[src/rtl/uart_apb_arbiter.sv]
// Round-robin two-requester APB master fronting the EF_UART_APB slave port.
// Each requester gets one registered done pulse carrying read data or a timeout error.
module uart_apb_arbiter #(
  parameter int unsigned AW      = 32,
  parameter int unsigned DW      = 32,
  parameter int unsigned TIMEOUT = 255
) (
  input  logic          PCLK,
  input  logic          PRESETn,
  input  logic          req0_valid,
  input  logic          req0_write,
  input  logic [AW-1:0] req0_addr,
  input  logic [DW-1:0] req0_wdata,
  output logic          req0_done,
  output logic [DW-1:0] req0_rdata,
  output logic          req0_err,
  input  logic          req1_valid,
  input  logic          req1_write,
  input  logic [AW-1:0] req1_addr,
  input  logic [DW-1:0] req1_wdata,
  output logic          req1_done,
  output logic [DW-1:0] req1_rdata,
  output logic          req1_err,
  output logic [AW-1:0] PADDR,
  output logic          PWRITE,
  output logic          PSEL,
  output logic          PENABLE,
  output logic [DW-1:0] PWDATA,
  input  logic [DW-1:0] PRDATA,
  input  logic          PREADY,
  output logic          busy,
  output logic          grant
);

  localparam int unsigned CW = 16;

  typedef enum logic [1:0] {S_IDLE, S_SETUP, S_ACCESS, S_DONE} state_e;

  state_e        state_q, state_d;
  logic [AW-1:0] paddr_q, paddr_d;
  logic [DW-1:0] pwdata_q, pwdata_d;
  logic          pwrite_q, pwrite_d;
  logic          psel_q, psel_d;
  logic          penable_q, penable_d;
  logic          grant_q, grant_d;
  logic          last_q, last_d;
  logic          busy_q, busy_d;
  logic [CW-1:0] cnt_q, cnt_d;
  logic          done0_q, done0_d, done1_q, done1_d;
  logic          err0_q, err0_d, err1_q, err1_d;
  logic [DW-1:0] rdata0_q, rdata0_d, rdata1_q, rdata1_d;
  logic          sel_c;
  logic          finish_c;
  logic          timeout_c;
  logic [DW-1:0] rd_c;

  // Next-state and output logic
  always_comb begin
    state_d   = state_q;
    paddr_d   = paddr_q;
    pwdata_d  = pwdata_q;
    pwrite_d  = pwrite_q;
    psel_d    = psel_q;
    penable_d = penable_q;
    grant_d   = grant_q;
    last_d    = last_q;
    cnt_d     = cnt_q;
    done0_d   = 1'b0;
    done1_d   = 1'b0;
    err0_d    = err0_q;
    err1_d    = err1_q;
    rdata0_d  = rdata0_q;
    rdata1_d  = rdata1_q;
    sel_c     = 1'b0;
    finish_c  = 1'b0;
    timeout_c = 1'b0;
    rd_c      = '0;

    case (state_q)
      S_IDLE: begin
        if (req0_valid || req1_valid) begin
          // On a tie the requester not served last wins
          sel_c     = (req0_valid && req1_valid) ? ~last_q : req1_valid;
          grant_d   = sel_c;
          paddr_d   = sel_c ? req1_addr  : req0_addr;
          pwdata_d  = sel_c ? req1_wdata : req0_wdata;
          pwrite_d  = sel_c ? req1_write : req0_write;
          psel_d    = 1'b1;
          penable_d = 1'b0;
          state_d   = S_SETUP;
        end
      end
      S_SETUP: begin
        penable_d = 1'b1;
        cnt_d     = '0;
        state_d   = S_ACCESS;
      end
      S_ACCESS: begin
        if (PREADY) begin
          finish_c = 1'b1;
          rd_c     = pwrite_q ? '0 : PRDATA;
        end else if ((TIMEOUT != 0) && (cnt_q == CW'(TIMEOUT - 1))) begin
          finish_c  = 1'b1;
          timeout_c = 1'b1;
        end else begin
          cnt_d = cnt_q + CW'(1);
        end
        if (finish_c) begin
          psel_d    = 1'b0;
          penable_d = 1'b0;
          last_d    = grant_q;
          state_d   = S_DONE;
          if (grant_q) begin
            rdata1_d = rd_c;
            err1_d   = timeout_c;
            done1_d  = 1'b1;
          end else begin
            rdata0_d = rd_c;
            err0_d   = timeout_c;
            done0_d  = 1'b1;
          end
        end
      end
      S_DONE: begin
        state_d = S_IDLE;
      end
      default: begin
        state_d   = S_IDLE;
        psel_d    = 1'b0;
        penable_d = 1'b0;
      end
    endcase

    busy_d = (state_d != S_IDLE);
  end

  always_ff @(posedge PCLK or negedge PRESETn) begin
    if (!PRESETn) begin
      state_q   <= S_IDLE;
      paddr_q   <= '0;
      pwdata_q  <= '0;
      pwrite_q  <= 1'b0;
      psel_q    <= 1'b0;
      penable_q <= 1'b0;
      grant_q   <= 1'b0;
      last_q    <= 1'b1;
      busy_q    <= 1'b0;
      cnt_q     <= '0;
      done0_q   <= 1'b0;
      done1_q   <= 1'b0;
      err0_q    <= 1'b0;
      err1_q    <= 1'b0;
      rdata0_q  <= '0;
      rdata1_q  <= '0;
    end else begin
      state_q   <= state_d;
      paddr_q   <= paddr_d;
      pwdata_q  <= pwdata_d;
      pwrite_q  <= pwrite_d;
      psel_q    <= psel_d;
      penable_q <= penable_d;
      grant_q   <= grant_d;
      last_q    <= last_d;
      busy_q    <= busy_d;
      cnt_q     <= cnt_d;
      done0_q   <= done0_d;
      done1_q   <= done1_d;
      err0_q    <= err0_d;
      err1_q    <= err1_d;
      rdata0_q  <= rdata0_d;
      rdata1_q  <= rdata1_d;
    end
  end

  assign PADDR      = paddr_q;
  assign PWDATA     = pwdata_q;
  assign PWRITE     = pwrite_q;
  assign PSEL       = psel_q;
  assign PENABLE    = penable_q;
  assign grant      = grant_q;
  assign busy       = busy_q;
  assign req0_done  = done0_q;
  assign req1_done  = done1_q;
  assign req0_err   = err0_q;
  assign req1_err   = err1_q;
  assign req0_rdata = rdata0_q;
  assign req1_rdata = rdata1_q;

endmodule
[config.mk]
export PLATFORM = sky130hd
export DESIGN_NAME = uart_apb_arbiter
export DESIGN_NICKNAME = d
export VERILOG_FILES = /design/src/rtl/uart_apb_arbiter.sv
export SDC_FILE = /design/constraint.sdc
export NUM_CORES = 1
export LEC_CHECK = 0
export ABC_AREA = 1
export BUFFER_PORTS_ARGS = -buffer_cell sky130_fd_sc_hd__buf_4
export CORE_MARGIN = 2
export CORE_UTILIZATION = 39
export DETAILED_ROUTE_END_ITERATION = 8
export GPL_TIMING_DRIVEN = 0
export PLACE_DENSITY = 0.68
export SYNTH_ARGS = -nofsm -noshare
export SYNTH_HDL_FRONTEND = slang
export SYNTH_SLANG_ARGS = --single-unit
export TNS_END_PERCENT = 1
[constraint.sdc]
create_clock -name PCLK -period 2 [get_ports PCLK]
set_clock_uncertainty 0.05 [all_clocks]
set_input_delay 0 -clock PCLK [delete_from_list [all_inputs] [get_ports PCLK]]
set_output_delay 0 -clock PCLK [all_outputs]
set_load 0.01 [all_outputs]
==> run summary, run 1 <==
The via count of the first global-routing pass came to 7776. Setup repair after global routing could not meet its margin everywhere. The number of vias in the routed layout is just under 8000. At the end of routability-driven placement, the weighted congestion stood at just under 0.9. The worst path in the final design needs a cycle of around 1.9 ns, including I/O delays and setup.

The floorplan die area is 18700 µm². The tree is rooted in a clkbuf_16. The initial antenna violation count was 3.

STA classifies the critical path endpoint as a flop. The area taken by flip-flops and latches is between 3000 and 4000 µm². The first global-routing pass estimated between 40000 and 50000 µm of wire. The path class of the tightest hold or removal check is in -> async. Global routing finished with a remaining overflow of 0. The area growth from synthesis to layout is 71.5%. In this run the remaining antenna-violating nets after routing total 0. The most common library cell in the layout ignoring fill and taps is buf_4. Once detailed placement completed, the half-perimeter wirelength came to about 17000 µm. The number of failing setup endpoints in the final timing report came out at 0. Along the worst path, the maximum fanout reaches 10. In this run the post-CTS setup repair buffer count came out at 0. The initial DRC count is 416.

The fraction of final layout cells with drive strength greater than 1 came out at 0.297. The share of the Yosys chip area taken by registers is 0.569. The arrival time at the worst endpoint came out at around 2.1 ns. The synthesized netlist net count is between 900 and 1000. STA classifies the critical path startpoint as a flop.

For this design the ratio of total power to cell area is 1300 nW/µm². The critical setup path kind is reg -> reg. The TritonCTS buffer count came out at 17. Dividing the detail-routed wire length by the instance count gives around 17 µm. The number of iterations in the first detailed-routing pass came out at 6. The total routed wirelength is roughly 26000 µm. The core area is ~17000 µm². The maximum achievable frequency is between 500 and 600 MHz.

The analysis attributes to cell leakage a power of just under 6 nW. The area of the mapped netlist is 6860 µm². After synthesis, the cell types taking the most area are dfrtp_1, nand2_1, o21ai_0, nor2_1, o21ai_1. Including well taps, the total number of placed cells is approximately 1300. The period utilization came out at 0.937. The library cells used most frequently in the layout, excluding fill and tap cells, are buf_4, nand2_1, dlygate4sd3_1, dfrtp_1, o21ai_0. The max-slew violation count came out at 0.

The worst-case hold slack came out at around 0.094 ns. In this run the vertical extent of the chip is ~140 µm. The worst-margin pin slew came out at between 0.6 and 0.7 ns. The largest net degree at the start of global routing came out at 80. The effective utilization at floorplan came out at 0.398. The required arrival time at the worst endpoint came out at around 2.2 ns.

The worst pin sits at a relative slew slack of 0.580. The overall fraction of global-route tracks in use came out at 0.280. The area share of the largest cell type after synthesis came out at 0.565. dfrtp_1 takes more of the synthesized area than any other cell. In the routed design, unresolved DRC markers number 0.

The buffer depth of the longest clock path came out at 2. The flow ran to the end, and the final reports show no timing, DRC or antenna violations. The setup TNS after final layout is 0 ns. The post-synthesis register bit count is 156.

TritonCTS built the clock tree. The synthesized area divided by synthesized cell count came out at between 8 and 9 µm². The Yosys warning count came out at 0. The number of max-cap violations came out at 0.

The worst ir drop on vdd came out at about 0.73 mV. The core utilization of the finished layout came out at 0.683. The gate count of the mapped netlist came out at around 800. The via density per instance came out at around 5. For the worst-skew pair, the clock arrives at the later sink with an insertion delay of 0.41 ns.

The multi-input logic area came out at 2610 µm². The fill cell instance count of the final layout is ~1300. CTS saw 156 sinks. Measured along the x axis, the die boundary spans 137 µm. The site row count is 48. The maximum level of the CTS H-tree is 4. The finished layout holds 1528 standard cells, fillers aside.

In this run the tool buffered the top-level ports with 303 buffer cells. The clock edge transition at the registers on the reported setup and hold paths is 0.07 ns. The hold violation count in the final report is 0. The total number of nets in the final design came out at 1460. approximately 300 I/O pins were placed. The count of distinct cell types in the synthesized netlist is 28.
-- synth_stat cells (all sizes together) --
cell,instances
nor3,3
nor2,85
nand3,30
nand4,2
o21ai,205
xor2,7
dfrtp,155
inv,26
clkbuf,30
xnor2,2
dfstp,1
nand3b,1
or2,2
ha,6
buf,19
a21oi,2
nand2,222
-- area by class of cell --
type	count	area share
well taps	225	0.0239
inverters	26	0.00829
clock inverters	15	0.0159
repair buffers	470	0.337
plain buffers	49	0.0241
multi-input cells	567	0.222
flip-flops and latches	156	0.332
diodes	3	0.000638
clock buffers	17	0.0361
-- kinds of logic after synthesis --
kind of cell / after synthesis / synth area share
simple gates: 345 / 0.201
compound gates: 207 / 0.156
flops: 156 / 0.569
buf+inv: 75 / 0.0516
xor+xnor: 9 / 0.0115
fa+ha+maj: 6 / 0.0109
-- worst paths after layout --
path / slack, ns / start / to / cells after the start
min in group PCLK: 0.16 / req1_valid / PWDATA[1] / 5
worst max register to register: 0.13 / last_q / PADDR[1] / 7
worst max-delay path: 0.13 / last_q / PADDR[1] / 7
max in group asynchronous: 1.00 / PRESETn / req0_rdata[28] / 3
worst min register to register: 0.43 / last_q / last_q / 2
worst min-delay path: 0.09 / PRESETn / cnt_q[12] / 2
-- sequential cells by signal (all words and copies together) (netlist names) --
register and flops:
PADDR 32, busy 1, grant 1, req0_done 1, PWDATA 32, req1_rdata 32, last_q 1, PSEL 1
req1_err 1, req0_rdata 32, PENABLE 1, cnt_q 16, req0_err 1, state_q 2, PWRITE 1, req1_done 1
-- through the flow --
| step | power, mW | setup WS, ns | instance area [µm²] |
|---|---|---|---|
| after CTS | 15.1 | 0.00669 | 11700 |
| final | 15.3 | 0.127 | 11800 |
| after floorplan | 8.10 | 0.398 | 6860 |
| after detailed placement | 11.4 | -0.0854 | 9450 |
| after global routing | 16.2 | -0.0216 | 11800 |
| after global placement | 11.3 | 0.00183 | 9420 |
-- report_power, final --
part / internal, mW / total, mW / leakage, nW / switching (mW)
Sequential: 4.50 / 5.36 / 2.01 / 0.861
Clock: 1.99 / 3.41 / 0.297 / 1.42
Combinational: 3.00 / 6.53 / 3.47 / 3.53
Total: 9.49 / 15.3 / 5.78 / 5.81
-- worst max-delay path, cell delays in order, from the launching register on --
cell	delay [ns]
dfstp_2	0.54
nand2_1	0.05
nand2_1	0.13
inv_1	0.09
clkbuf_2	0.22
clkbuf_1	0.25
o21ai_0	0.29
o21ai_0	0.12
-- what timing repair did --
action	CTS	global route
hold endpoints to repair	210	0
resized for setup	2	39
hold buffers	166	0
pin swaps	0	1
setup endpoints to repair	7	82
-- metal layers --
metal	wire length, µm	track usage	up-vias
li1	-	-	3588
met1	10000	0.328	3656
met2	13100	0.471	369
met3	2080	0.0833	81
met4	961	0.127	0
met5	0	0	-
(Power assumes the default switching activity.)
==> run 2, diff against run 1 <==
--- a/config.mk
+++ b/config.mk
@@ -12,6 +12,7 @@
 export DETAILED_ROUTE_END_ITERATION = 8
 export GPL_TIMING_DRIVEN = 0
 export PLACE_DENSITY = 0.68
+export SETUP_SLACK_MARGIN = 0.15
 export SYNTH_ARGS = -nofsm -noshare
 export SYNTH_HDL_FRONTEND = slang
 export SYNTH_SLANG_ARGS = --single-unit
==> run 2 against run 1 <==
First-iteration DRC count shrank 3.4%. Routed wire length shrank 0.81%. Cell area rose by 0.21%.
==> run summary, run 2 (synthesis results as in run 1) <==
Setup repair after global routing could not meet its margin everywhere. The core area is ~17000 µm². The cell chosen for the clock root is clkbuf_16. The library cells used most frequently in the layout, excluding fill and tap cells, are buf_4, nand2_1, dlygate4sd3_1, dfrtp_1, o21ai_0. The area added between synthesis and finish is 71.9%.

In this run, placement finished with an instance count of between 1000 and 1500. The initial DRC count is about 400. The initial antenna violation count came to 3. The clock reaches the later pin of the worst-skew pair after 0.41 ns. The final routed wire length divided by cell count is 17.0 µm. The via count of the first global-routing pass is between 7000 and 8000. Routability-driven placement finished with a final weighted congestion of just under 0.9.

The post-detailed-placement half-perimeter wirelength came out at 17200 µm. The overall fraction of global-route tracks in use is 0.277. The final design instance area without fill is between 10000 and 15000 µm².

After detailed routing, the number of vias per cell comes to roughly 5. The total congestion overflow came out at 0. The total number of nets in the final design is between 1000 and 1500. The clock net in this run drives a total of around 160 sinks.

The clock edge transition at the registers on the reported setup and hold paths is 0.07 ns. The launching element type of the critical path is a flop. The relative slew slack is 0.581. The x dimension of the die is roughly 140 µm. Of all nets on the critical path, the largest fanout is 10.

Based on the critical path, the design can be clocked at up to around 530 MHz. The TritonCTS buffer count is 17. The number of vias in the routed layout came out at 7703.

The period utilization came out at 0.938. The first global-routing pass estimated approximately 40000 µm of wire. The static leakage power came out at roughly 5.8 nW. The shortest clock period the worst path allows after layout came out at 1.88 ns. For this configuration, the core starts out at a cell density of 0.398. The residual antenna-violating net count after detailed routing came out at 0. The number of failing setup endpoints in the final timing report is 0.

In this run the number of H-tree levels came out at 4. The number of iterations in the first detailed-routing pass came out at 5. The most common library cell in the layout ignoring fill and taps is buf_4. The floorplan die area is about 19000 µm². The fraction of final layout cells with drive strength greater than 1 is 0.301. The count of placed standard cells in the final layout, fillers left out is 1528. Summing all placed instances gives a cell area of roughly 9500 µm². The final total power is around 15 mW. The max-slew violation count was 0. TritonCTS built the clock tree. The worst-margin pin slew came out at 0.628 ns. The site row count came out at between 40 and 50. The fill cell instance count of the final layout came out at 1279. The required arrival time at the worst endpoint is roughly 2.2 ns. Buffers added to address setup during post-CTS repair amount to 0. The vertical extent of the die came out at approximately 140 µm.

The remaining design rule violation count came out at 0. The critical setup path kind is reg -> reg. The min-delay analysis places its worst path in the category in -> async. The number of ports placed on the die boundary came out at roughly 300.

The largest net degree at the start of global routing is 80. The flow ran to the end, and the final reports show no timing, DRC or antenna violations. The buffer depth of the longest clock path is 2. The arrival time at the worst endpoint is approximately 2.1 ns. The worst-case IR drop observed on VDD is 0.680 mV. STA classifies the critical path endpoint as a flop. The routed design has between 20000 and 30000 µm of wire. The number of max-cap violations came out at 0. The hold violation count in the final report came out at 0.

Power spread over the standard cell area amounts to ~1300 nW/µm². The number of buffers added on ports is about 300.
[run 2: per-layer routing]
layer,share of wire,vias to the layer above,track usage
met5,0,-,0
met4,0.039,0,0.124
met2,0.50,376,0.466
li1,-,3595,-
met3,0.080,82,0.0815
met1,0.38,3650,0.328
[run 2: area by class of cell]
class,instances,area [µm²],area share
clock inverters,15,188,0.0159
diodes,3,7.51,0.000636
repair buffers,470,3970,0.337
flip-flops and latches,156,3910,0.331
plain buffers,49,294,0.0249
inverters,26,97.6,0.00827
clock buffers,17,425,0.0361
well taps,225,282,0.0239
multi-input cells,567,2630,0.223
[run 2: final timing paths]
| kind | end | slack, ns | startpoint | depth (start not counted) |
|---|---|---|---|---|
| max | PADDR[21] | 0.12 | last_q | 7 |
| min | cnt_q[12] | 0.09 | PRESETn | 2 |
| max reg2reg | PADDR[21] | 0.12 | last_q | 7 |
| min reg2reg | last_q | 0.44 | last_q | 2 |
| max in group asynchronous | req0_rdata[28] | 1.01 | PRESETn | 3 |
| min in group PCLK | PWDATA[1] | 0.16 | req1_valid | 5 |
[run 2: power breakdown]
group | total (mW) | internal [mW] | switching [mW]
Clock | 3.40 | 1.99 | 1.41
Combinational | 6.54 | 3.02 | 3.52
Sequential | 5.35 | 4.50 | 0.852
[run 2: critical path, stage by stage, from the launching register on]
cell,delay [ns]
dfstp_2,0.55
nand2_1,0.06
nand2_1,0.13
inv_1,0.09
clkbuf_2,0.21
clkbuf_1,0.26
o21ai_0,0.28
o21ai_0,0.13
[run 2: stage by stage]
stage	hold slack [ns]	TNS [ns]	utilization	setup slack (ns)
3_3_place_gp	0.208	0	0.546	0.00183
2_1_floorplan	-0.346	0	-	0.398
5_1_grt	0.147	0	0.684	0.00394
6_report	0.0882	0	0.684	0.123
3_5_place_dp	-0.0174	-0.231	0.548	-0.0854
4_1_cts	0.141	0	0.681	0.0261
[run 2: repair_timing]
action,CTS,global route
hold buffers,166,0
pin swaps,0,1
setup endpoints to repair,75,148
hold endpoints to repair,210,0
gates resized for setup,4,47
